==> src/rtl/td4_ctrl_pkg.sv <==
// Purpose: shared types and constants for the TD4 run controller.
// Latency: n/a (definitions only).
// Backpressure: n/a.
package td4_ctrl_pkg;

    localparam int TD4_ADDR_W = 4;
    localparam int TD4_DATA_W = 8;
    localparam int TD4_DIV_W  = 16;
    localparam int TD4_CNT_W  = 16;
    localparam int PROG_DEPTH = 16;

    typedef enum logic [1:0] {
        ST_IDLE  = 2'b00,
        ST_LOAD  = 2'b01,
        ST_RUN   = 2'b10,
        ST_PAUSE = 2'b11
    } state_t;

    localparam logic [1:0] CMD_HALT = 2'b00;
    localparam logic [1:0] CMD_LOAD = 2'b01;
    localparam logic [1:0] CMD_RUN  = 2'b10;
    localparam logic [1:0] CMD_STEP = 2'b11;

endpackage

==> src/rtl/td4_run_controller_if.sv <==
// Purpose: host command / load stream, core control and program-memory write bundle.
// Latency: n/a (wires only).
// Backpressure: cmd_ready / ld_ready carried here, driven by the controller.
interface td4_run_controller_if import td4_ctrl_pkg::*; #(
    parameter int ADDR_W = TD4_ADDR_W,
    parameter int DATA_W = TD4_DATA_W,
    parameter int DIV_W  = TD4_DIV_W,
    parameter int CNT_W  = TD4_CNT_W
);
    logic              cmd_valid;
    logic [1:0]        cmd;
    logic              cmd_ready;
    logic              ld_valid;
    logic [DATA_W-1:0] ld_data;
    logic              ld_ready;
    logic [DIV_W-1:0]  div;
    logic              bp_en;
    logic [ADDR_W-1:0] bp_addr;
    logic [ADDR_W-1:0] core_pc;
    logic              core_rst;
    logic              core_ce;
    logic              prog_we;
    logic [ADDR_W-1:0] prog_addr;
    logic [DATA_W-1:0] prog_wdata;
    logic [1:0]        state;
    logic [CNT_W-1:0]  instr_cnt;

    // Host / environment side.
    modport master (
        output cmd_valid, cmd, ld_valid, ld_data, div, bp_en, bp_addr, core_pc,
        input  cmd_ready, ld_ready, core_rst, core_ce, prog_we, prog_addr,
               prog_wdata, state, instr_cnt
    );

    // Controller side.
    modport slave (
        input  cmd_valid, cmd, ld_valid, ld_data, div, bp_en, bp_addr, core_pc,
        output cmd_ready, ld_ready, core_rst, core_ce, prog_we, prog_addr,
               prog_wdata, state, instr_cnt
    );
endinterface

==> src/rtl/td4_prescaler.sv <==
// Purpose: free-running 0..div counter producing a single-cycle tick at count == div.
// Latency: tick is combinational from the count register; clr takes effect next edge.
// Backpressure: none; div is sampled live every cycle.
module td4_prescaler #(
    parameter int DIV_W = 16
) (
    input  logic             i_clk,
    input  logic             i_rst,
    input  logic             i_clr,
    input  logic [DIV_W-1:0] i_div,
    output logic             o_tick
);
    logic [DIV_W-1:0] r_cnt;

    assign o_tick = (r_cnt == i_div);

    // Count up, restart after the terminal value; a count stranded above a
    // lowered div simply runs on to the natural wrap and then re-syncs.
    always_ff @(posedge i_clk) begin
        if (i_rst || i_clr) begin
            r_cnt <= '0;
        end else if (r_cnt == i_div) begin
            r_cnt <= '0;
        end else begin
            r_cnt <= r_cnt + 1'b1;
        end
    end
endmodule

==> src/rtl/td4_run_controller.sv <==
// Purpose: TD4 sequencer - program load, core reset, run/step/halt/breakpoint via core_ce.
// Latency: accepted command changes state on the next edge; prog_we is combinational.
// Backpressure: cmd_ready low only while loading; ld_ready high only while loading.
module td4_run_controller import td4_ctrl_pkg::*; #(
    parameter int ADDR_W = TD4_ADDR_W,
    parameter int DATA_W = TD4_DATA_W,
    parameter int DIV_W  = TD4_DIV_W,
    parameter int CNT_W  = TD4_CNT_W
) (
    input  logic                 i_clk,
    input  logic                 i_rst,
    td4_run_controller_if.slave  bus
);
    state_t              r_state;
    state_t              w_state_nxt;
    logic [ADDR_W-1:0]   r_ld_addr;
    logic                r_step_pend;
    logic [CNT_W-1:0]    r_instr_cnt;

    logic                w_cmd_acc;
    logic                w_ld_acc;
    logic                w_ld_last;
    logic                w_tick;
    logic                w_bp_hit;
    logic                w_prs_clr;
    logic                w_cmd_ready;
    logic                w_ld_ready;
    logic                w_core_rst;
    logic                w_core_ce;
    logic                w_prog_we;
    logic [DATA_W-1:0]   w_prog_wdata;

    assign w_cmd_acc = bus.cmd_valid & w_cmd_ready;
    assign w_ld_acc  = bus.ld_valid & w_ld_ready;
    assign w_ld_last = w_ld_acc & (r_ld_addr == ADDR_W'(PROG_DEPTH - 1));
    assign w_bp_hit  = (r_state == ST_RUN) & w_tick & bus.bp_en &
                       (bus.core_pc == bus.bp_addr);

    // Prescaler is held at zero outside RUN so every RUN entry starts fresh.
    assign w_prs_clr = (r_state != ST_RUN);

    td4_prescaler #(.DIV_W(DIV_W)) u_prescaler (
        .i_clk  (i_clk),
        .i_rst  (i_rst),
        .i_clr  (w_prs_clr),
        .i_div  (bus.div),
        .o_tick (w_tick)
    );

    // State register.
    always_ff @(posedge i_clk) begin
        if (i_rst) begin
            r_state <= ST_IDLE;
        end else begin
            r_state <= w_state_nxt;
        end
    end

    // Next-state decode; in RUN an explicit command outranks a breakpoint,
    // though HALT/STEP and a breakpoint both land in PAUSE anyway.
    always_comb begin
        w_state_nxt = r_state;
        unique case (r_state)
            ST_IDLE: begin
                if (w_cmd_acc) begin
                    unique case (bus.cmd)
                        CMD_LOAD: w_state_nxt = ST_LOAD;
                        CMD_RUN:  w_state_nxt = ST_RUN;
                        CMD_STEP: w_state_nxt = ST_PAUSE;
                        default:  w_state_nxt = ST_IDLE;
                    endcase
                end
            end
            ST_LOAD: begin
                if (w_ld_last) begin
                    w_state_nxt = ST_IDLE;
                end
            end
            ST_RUN: begin
                if (w_cmd_acc && bus.cmd == CMD_LOAD) begin
                    w_state_nxt = ST_LOAD;
                end else if (w_cmd_acc && (bus.cmd == CMD_HALT || bus.cmd == CMD_STEP)) begin
                    w_state_nxt = ST_PAUSE;
                end else if (w_bp_hit) begin
                    w_state_nxt = ST_PAUSE;
                end
            end
            ST_PAUSE: begin
                if (w_cmd_acc) begin
                    unique case (bus.cmd)
                        CMD_LOAD: w_state_nxt = ST_LOAD;
                        CMD_RUN:  w_state_nxt = ST_RUN;
                        CMD_HALT: w_state_nxt = ST_IDLE;
                        default:  w_state_nxt = ST_PAUSE;
                    endcase
                end
            end
            default: w_state_nxt = ST_IDLE;
        endcase
    end

    // Moore-style outputs from state, plus the gated load write and core_ce.
    always_comb begin
        w_cmd_ready  = 1'b1;
        w_ld_ready   = 1'b0;
        w_core_rst   = 1'b1;
        w_core_ce    = 1'b0;
        unique case (r_state)
            ST_IDLE: begin
                w_core_rst = 1'b1;
            end
            ST_LOAD: begin
                w_cmd_ready = 1'b0;
                w_ld_ready  = 1'b1;
                w_core_rst  = 1'b1;
            end
            ST_RUN: begin
                w_core_rst = 1'b0;
                w_core_ce  = w_tick & ~w_bp_hit;
            end
            ST_PAUSE: begin
                w_core_rst = 1'b0;
                w_core_ce  = r_step_pend;
            end
            default: begin
                w_core_rst = 1'b1;
            end
        endcase
        w_prog_we    = bus.ld_valid & w_ld_ready;
        w_prog_wdata = w_ld_ready ? bus.ld_data : '0;
    end

    // Load address: restarts at 0 on every LOAD command, wraps after the last byte.
    always_ff @(posedge i_clk) begin
        if (i_rst) begin
            r_ld_addr <= '0;
        end else if (w_cmd_acc && bus.cmd == CMD_LOAD) begin
            r_ld_addr <= '0;
        end else if (w_ld_acc) begin
            r_ld_addr <= r_ld_addr + 1'b1;
        end
    end

    // A STEP taken while paused becomes exactly one core_ce on the next cycle.
    always_ff @(posedge i_clk) begin
        if (i_rst) begin
            r_step_pend <= 1'b0;
        end else begin
            r_step_pend <= (r_state == ST_PAUSE) && w_cmd_acc && (bus.cmd == CMD_STEP);
        end
    end

    // Executed-instruction count; cleared whenever the core sits in reset.
    always_ff @(posedge i_clk) begin
        if (i_rst || w_core_rst) begin
            r_instr_cnt <= '0;
        end else if (w_core_ce) begin
            r_instr_cnt <= r_instr_cnt + 1'b1;
        end
    end

    assign bus.cmd_ready  = w_cmd_ready;
    assign bus.ld_ready   = w_ld_ready;
    assign bus.core_rst   = w_core_rst;
    assign bus.core_ce    = w_core_ce;
    assign bus.prog_we    = w_prog_we;
    assign bus.prog_addr  = r_ld_addr;
    assign bus.prog_wdata = w_prog_wdata;
    assign bus.state      = r_state;
    assign bus.instr_cnt  = r_instr_cnt;

endmodule

==> src/flat_wrapper.sv <==
// flat-port wrapper written by rule: the top's interface ports become plain ports
module td4_run_controller_flat import td4_ctrl_pkg::*;
#(
    parameter int ADDR_W = TD4_ADDR_W,
    parameter int DATA_W = TD4_DATA_W,
    parameter int DIV_W  = TD4_DIV_W,
    parameter int CNT_W  = TD4_CNT_W
)
  (i_clk, i_rst, bus_cmd_valid, bus_cmd, bus_ld_valid, bus_ld_data, bus_div, bus_bp_en, bus_bp_addr, bus_core_pc, bus_cmd_ready, bus_ld_ready, bus_core_rst, bus_core_ce, bus_prog_we, bus_prog_addr, bus_prog_wdata, bus_state, bus_instr_cnt);
  td4_run_controller_if #(.ADDR_W(ADDR_W), .DATA_W(DATA_W), .DIV_W(DIV_W), .CNT_W(CNT_W)) bus_i ();
  input  logic i_clk;
  input  logic i_rst;
  input wire logic [$bits(bus_i.cmd_valid)-1:0] bus_cmd_valid;
  input wire logic [$bits(bus_i.cmd)-1:0] bus_cmd;
  input wire logic [$bits(bus_i.ld_valid)-1:0] bus_ld_valid;
  input wire logic [$bits(bus_i.ld_data)-1:0] bus_ld_data;
  input wire logic [$bits(bus_i.div)-1:0] bus_div;
  input wire logic [$bits(bus_i.bp_en)-1:0] bus_bp_en;
  input wire logic [$bits(bus_i.bp_addr)-1:0] bus_bp_addr;
  input wire logic [$bits(bus_i.core_pc)-1:0] bus_core_pc;
  output wire logic [$bits(bus_i.cmd_ready)-1:0] bus_cmd_ready;
  output wire logic [$bits(bus_i.ld_ready)-1:0] bus_ld_ready;
  output wire logic [$bits(bus_i.core_rst)-1:0] bus_core_rst;
  output wire logic [$bits(bus_i.core_ce)-1:0] bus_core_ce;
  output wire logic [$bits(bus_i.prog_we)-1:0] bus_prog_we;
  output wire logic [$bits(bus_i.prog_addr)-1:0] bus_prog_addr;
  output wire logic [$bits(bus_i.prog_wdata)-1:0] bus_prog_wdata;
  output wire logic [$bits(bus_i.state)-1:0] bus_state;
  output wire logic [$bits(bus_i.instr_cnt)-1:0] bus_instr_cnt;
  assign bus_i.cmd_valid = bus_cmd_valid;
  assign bus_i.cmd = bus_cmd;
  assign bus_i.ld_valid = bus_ld_valid;
  assign bus_i.ld_data = bus_ld_data;
  assign bus_i.div = bus_div;
  assign bus_i.bp_en = bus_bp_en;
  assign bus_i.bp_addr = bus_bp_addr;
  assign bus_i.core_pc = bus_core_pc;
  assign bus_cmd_ready = bus_i.cmd_ready;
  assign bus_ld_ready = bus_i.ld_ready;
  assign bus_core_rst = bus_i.core_rst;
  assign bus_core_ce = bus_i.core_ce;
  assign bus_prog_we = bus_i.prog_we;
  assign bus_prog_addr = bus_i.prog_addr;
  assign bus_prog_wdata = bus_i.prog_wdata;
  assign bus_state = bus_i.state;
  assign bus_instr_cnt = bus_i.instr_cnt;
  td4_run_controller #(.ADDR_W(ADDR_W), .DATA_W(DATA_W), .DIV_W(DIV_W), .CNT_W(CNT_W)) u_core (.i_clk(i_clk), .i_rst(i_rst), .bus(bus_i));
endmodule
==> config.mk <==
export PLATFORM = sky130hd
export DESIGN_NAME = td4_run_controller_flat
export DESIGN_NICKNAME = d
export VERILOG_FILES = /design/src/rtl/td4_ctrl_pkg.sv /design/src/rtl/td4_run_controller_if.sv /design/src/rtl/td4_prescaler.sv /design/src/rtl/td4_run_controller.sv /design/src/flat_wrapper.sv
export SDC_FILE = /design/constraint.sdc
export NUM_CORES = 1
export LEC_CHECK = 0
export CORE_MARGIN = 2
export CORE_UTILIZATION = 46
export CTS_BUF_LIST = sky130_fd_sc_hd__clkbuf_2
export CTS_CLUSTER_SIZE = 14
export DETAILED_ROUTE_END_ITERATION = 10
export GPL_TIMING_DRIVEN = 0
export PLACE_DENSITY = 0.82
export SLEW_MARGIN = 20
export SYNTH_ARGS = -nofsm -noshare
export SYNTH_HDL_FRONTEND = slang
export SYNTH_SLANG_ARGS = --single-unit
export TNS_END_PERCENT = 10
==> constraint.sdc <==
create_clock -name i_clk -period 2.35 [get_ports i_clk]
set_input_delay 0.47 -clock i_clk [delete_from_list [all_inputs] [get_ports i_clk]]
set_output_delay 0.47 -clock i_clk [all_outputs]
set_load 0.05 [all_outputs]
==> impl_metrics.ini, run 1 <==
[clocking]
cts.clk_slew.worst_paths_ps = 200
cts_tree = done
cts-buffers-inserted = 5
cts_max_level = 2
hold_buffers = 0
clockBufferDepth = 2
clock-sinks = 39
cts_root_buffer = clkbuf_2
clock_latency_ps = 430

[logic_synthesis]
synth_ff_type = dfxtp_1
async_flop_share = 0
syn-num-nets = 302
seq_area_frac_synth = 0.373
synthCells = 256
synth_common_cells = 39 x dfxtp_1, 25 x nor2_1, 23 x xnor2_1
synthSimpleGateAreaFrac = 0.282
synth_edf_count = 0
synth_compound_area_frac = 0.116
synth.most_common_cell = dfxtp_1
yosys.area_share.adder = 0.0418
ys_ff_latch = 39
synth_top_family_by_area = simple AND/OR/NAND/NOR gates
synth_top_area_share = 0.373
syn_area_um2 = 2100
syn_area_per_cell_um2 = 8.19
ys_types = 29
synth_top_cell_by_area = dfxtp_1
synth.mux.area_fraction = 0.00955
yosys-top-cells-area = dfxtp_1 37%, xnor2_1 9.6%, xor2_1 5.0%
yosysWarnings = 0
synth-xor-area-share = 0.146

[pwr]
p_comb_frac = 0.223
p_total_uw = 1270
netSwitchingFraction = 0.319
internal_power_uw = 869
vdd.ir_drop.worst_mv = 0.259
seq_power_share = 0.526
p_switching_uw = 406
leakage_uw = 0.00117
clkPwrFrac = 0.250
p_per_area_nw_per_um2 = 409

[sta]
clock.fmax_mhz = 392
timing.final.max_slew_violations = 0
setup_ws_ps = -204
rsz0062_at_grt = yes
worst_pin_slew_ps = 505
fin_crit_ps = 2550
setup_viol = 4
tns_ps = -441
hold_viol = 0
skew_ps = 23.4
maxSlewHeadroom = 0.662
period_share = 1.09

[setup_path]
cp.depth = 7
regToRegEndpoint = u_core.bus.instr_cnt[12]
critPathBufInv = 2
r2r-start = u_core.u_prescaler.r_cnt[5]
crit_chain = xnor2_1 -> nand4_1 -> nor4_4 -> a32oi_2 -> clkbuf_8 -> nor2_4 -> buf_8
r2r_cells = 9
crit_family = simple AND/OR/NAND/NOR gates
critPathCapture = bus_core_ce
worstPathRequired_ps = 1880
critPathKind = flop to output port
crit_path_max_incr_delay_ps = 400
reg2reg_slack_ps = -50
crit_path_end_kind = output port
arrival_ps = 2080
startpoint_type = flop
cp_slowest_cell = dfxtp_4
crit_start = u_core.u_prescaler.r_cnt[5]
path_max_fanout = 3

[global_routing]
grtUsageTotal = 0.209
grt_pass1_wl_um = 8650
grt_pass1_vias = 1961
antenna_found_initial = 0
grt_max_degree = 13
gr-total-overflow = 0

[hold_path]
min_from = u_core.u_prescaler.r_cnt[0]
holdCritPathClass = flop to flop

[floorplanning]
start_util = 0.478
die_h_um = 71.5
die_area_um2 = 5110
fp.dieW_um = 71.5
core_um2 = 4380
ios = 74
row_count = 24

[layout]
area_growth_pct = 48.7
antenna_cells = 0
drive_above_1_share = 0.180
nets = 390

[routing]
drt_first_pass_iters = 4
drt_wl_total_um = 5450
wire_per_inst_um = 13.7
antenna_left = 0
viasPerCell = 5.36
drc = 0
drtIter0Drc = 126
vias = 2127

[run]
cap_violations = 0

[placement]
gp_congestion = 0.849
io_buffer_count = 73
place_ws_ps = -1230
hpwlAfterDp_um = 4050

[run_status]
status = complete, but fails checks
violations = setup timing
## how the worst min path moves through the flow
stage / endpoint / depth (start not counted)
6_report: u_core.u_prescaler.r_cnt[0] / 1
5_1_grt: u_core.u_prescaler.r_cnt[0] / 1
4_1_cts: u_core.bus.instr_cnt[15] / 2
3_5_place_dp: u_core.u_prescaler.r_cnt[0] / 1
3_3_place_gp: u_core.bus.instr_cnt[15] / 2
2_1_floorplan: u_core.u_prescaler.r_cnt[0] / 1
## power by group through the flow
stage,sequential (uW),clock [uW],combinational (uW)
2_1_floorplan,702,0,153
3_3_place_gp,686,0,292
3_5_place_dp,686,0,296
4_1_cts,673,318,285
5_1_grt,672,346,302
6_report,671,319,285
## routing by layer
metal / vias up / routed length, um / global-route usage
met4: 0 / 81 / 0.0755
met2: 53 / 2880 / 0.392
met3: 7 / 202 / 0.0309
met5: - / 0 / 0
li1: 1076 / - / -
met1: 991 / 2290 / 0.237
## layout by cell type, fill, tap and decap left out, types with 11 or more instances in the layout
cell,count
a21oi_1,19
o21ai_0,17
nor2_1,23
nand3_1,14
nand2_1,16
nand4_1,11
clkdlybuf4s50_1,48
dfxtp_1,28
clkbuf_2,12
xor2_1,12
or3_1,16
xnor2_1,22
## cell type report
cell class	instances	area, um2
multi-input combinational	200	1320
fill	364	1270
sequential	39	802
timing repair buffer	82	781
buffer	9	77.6
tap	52	65.1
inverter	7	33.8
clock buffer	6	30.0
clock inverter	2	11.3
## through the flow
step           utilization  hold slack [ps]  cell area, um2  instances
2_1_floorplan            -              452            2200        256
3_3_place_gp         0.684              466            3000        381
3_5_place_dp         0.684              487            3000        381
4_1_cts              0.698              512            3060        392
5_1_grt              0.711              502            3120        397
6_report             0.711              480            3120        397
## cells by family (layout without fill, tap and decap cells)
group           after synthesis  in the layout
simple gates                112            112
compound gates               44             44
xor+xnor                     35             35
flops                        39             39
mux                           2              2
buf+inv                      17            106
fa+ha+maj                     7              7
## state kept, by name, summed over array words and instances (netlist names)
register                  count
u_core.r_step_pend            1
u_core.u_prescaler.r_cnt     16
u_core.bus.prog_addr          4
u_core.bus.state              2
u_core.bus.instr_cnt         16
## timing repair
item | CTS | global route
pin swaps | 8 | 11
resized for setup | 28 | 41
setup endpoints to repair | 14 | 26
setup buffers | 4 | 5
Power figures use the tool's default switching activity.
==> inputs of run 2 (changes only) <==
- CTS_CLUSTER_SIZE: 14 -> unset
==> results of run 2 <==
The final DEF is identical to that of run 1; final timing and power are the same.
==> inputs of run 3 (changes only) <==
--- a/config.mk
+++ b/config.mk
@@ -7,2 +7,3 @@
 export LEC_CHECK = 0
+export CORE_ASPECT_RATIO = 1.4
 export CORE_MARGIN = 2
==> constraint.sdc (replaced) <==
create_clock -name i_clk -period 2.35 [get_ports i_clk]
set_input_delay 0.3525 -clock i_clk [delete_from_list [all_inputs] [get_ports i_clk]]
set_output_delay 0.3525 -clock i_clk [all_outputs]
set_load 0.05 [all_outputs]
==> impl_metrics.ini, run 3 (synthesis gave the netlist of run 1 again) <==
[floorplanning]
die_h_um = 83.9
core_um2 = 4460
fp.dieW_um = 61.0
start_util = 0.470
die_area_um2 = 5120
row_count = 29
ios = 74

[setup_path]
cp_slowest_cell = dfxtp_4
path_max_fanout = 3
crit_path_max_incr_delay_ps = 400
crit_start = u_core.u_prescaler.r_cnt[1]
critPathKind = flop to output port
crit_chain = xnor2_2 -> nand4_1 -> nor4_4 -> a32oi_2 -> clkbuf_8 -> nor2_4 -> buf_8
r2r-start = u_core.u_prescaler.r_cnt[1]
crit_path_end_kind = output port
worstPathRequired_ps = 2000
arrival_ps = 2110
startpoint_type = flop

[clocking]
cts.clk_slew.worst_paths_ps = 190
cts-buffers-inserted = 5
cts_root_buffer = clkbuf_2
clock_latency_ps = 400
clockBufferDepth = 2
cts_max_level = 2
hold_buffers = 0
cts_tree = done
clock-sinks = 39

[global_routing]
grt_max_degree = 12
antenna_found_initial = 0
grt_pass1_wl_um = 9380
gr-total-overflow = 0
grt_pass1_vias = 2199
grtUsageTotal = 0.234

[sta]
clock.fmax_mhz = 406
hold_viol = 0
skew_ps = 26.9
setup_ws_ps = -115
timing.final.max_slew_violations = 0
fin_crit_ps = 2470
setup_viol = 1
worst_pin_slew_ps = 514
maxSlewHeadroom = 0.656
period_share = 1.05
rsz0062_at_grt = yes

[layout]
multi_input_area_um2 = 1340
stdcell_area_um2 = 3170
layout_commonest_cell = clkdlybuf4s50_1
drive_above_1_share = 0.168
fillCellCount = 361
final_cells = 408
area_growth_pct = 51.4
seqCellArea_um2 = 821
final_cell_mix = 51 x clkdlybuf4s50_1, 24 x nor2_1, 21 x dfxtp_1
antenna_cells = 0
nets = 391

[pwr]
netSwitchingFraction = 0.309
seq_power_share = 0.538
vdd.ir_drop.worst_mv = 0.478
leakage_uw = 0.00116
p_switching_uw = 387
internal_power_uw = 864
p_comb_frac = 0.219
clkPwrFrac = 0.243
p_per_area_nw_per_um2 = 394

[routing]
drt_first_pass_iters = 4
drt_wl_total_um = 5660
wire_per_inst_um = 13.9
viasPerCell = 5.24
vias = 2136
drtIter0Drc = 104
antenna_left = 0
drc = 0

[run_status]
violations = setup timing
status = complete, but fails checks

[placement]
hpwlAfterDp_um = 4170
gp_congestion = 0.925
placedCellCount = 391
placed_cell_area_um2 = 2960
io_buffer_count = 73

[run]
cap_violations = 0

[hold_path]
holdCritPathClass = flop to flop
min_from = u_core.u_prescaler.r_cnt[0]
[run 3: cell types whose count changed in the layout (fill, tap and decap cells not counted), sizes merged, moves of 2 or more]
cell           previous run  this run
clkbuf                   19        15
buf                      14        12
dlymetal6s2s              9         2
dlygate4sd2               7        18
clkdlybuf4s50            48        51
[run 3: stage by stage]
step                 util  power [uW]  setup WS [ps]  setup TNS (ps)  hold WS, ps
finish              0.711        1250           -115            -115          477
floorplan               -         847           1.41               0          422
global route        0.711        1310           -232            -838          497
detailed placement  0.663         975          -1190           -8760          483
global placement    0.663         970          -1190           -8410          466
CTS                 0.698        1250           -172            -320          479
[run 3: what timing repair did]
action	in CTS	in global routing
resized for setup	52	20
gates cloned	0	1
setup endpoints to repair	13	23
buffers inserted	9	1
pin swaps	9	8
[run 3: routing by layer]
layer	wire, um	global-route usage
met1	2200	0.255
met2	3100	0.407
met4	117	0.119
met3	245	0.0419
met5	0	0
[run 3: area by class of cell]
cell class	count	share of cell area
well taps	62	0.0244
plain buffers	8	0.0193
clock buffers	7	0.0110
inverters	7	0.0106
clock inverters	1	0.00158
repair inverters	1	0.00237
multi-input cells	200	0.423
flip-flops and latches	39	0.259
repair buffers	83	0.249
[run 3: path summary, 6_finish.rpt]
| kind | end | slack [ps] | cells after the start |
|---|---|---|---|
| hold reg to reg | u_core.u_prescaler.r_cnt[0] | 480 | 1 |
| setup reg to reg | u_core.bus.instr_cnt[12] | 40 | 8 |
| setup / recovery | bus_core_ce | -120 | 7 |
| hold / removal | u_core.u_prescaler.r_cnt[0] | 480 | 1 |
[run 3: power by group through the flow]
stage | logic [uW] | registers, uW | clock network, uW
detailed placement | 289 | 686 | 0
finish | 274 | 673 | 303
CTS | 268 | 675 | 309
floorplan | 145 | 702 | 0
global placement | 284 | 686 | 0
global route | 293 | 675 | 341
[run 3: critical path: cells and delay by family (launching register included)]
family,cells,cell delay (ps)
AND/OR/NAND/NOR,3,670
flip-flops,1,400
buffers and inverters,2,330
AO/OA/AOI/OAI,1,170
XOR/XNOR,1,150
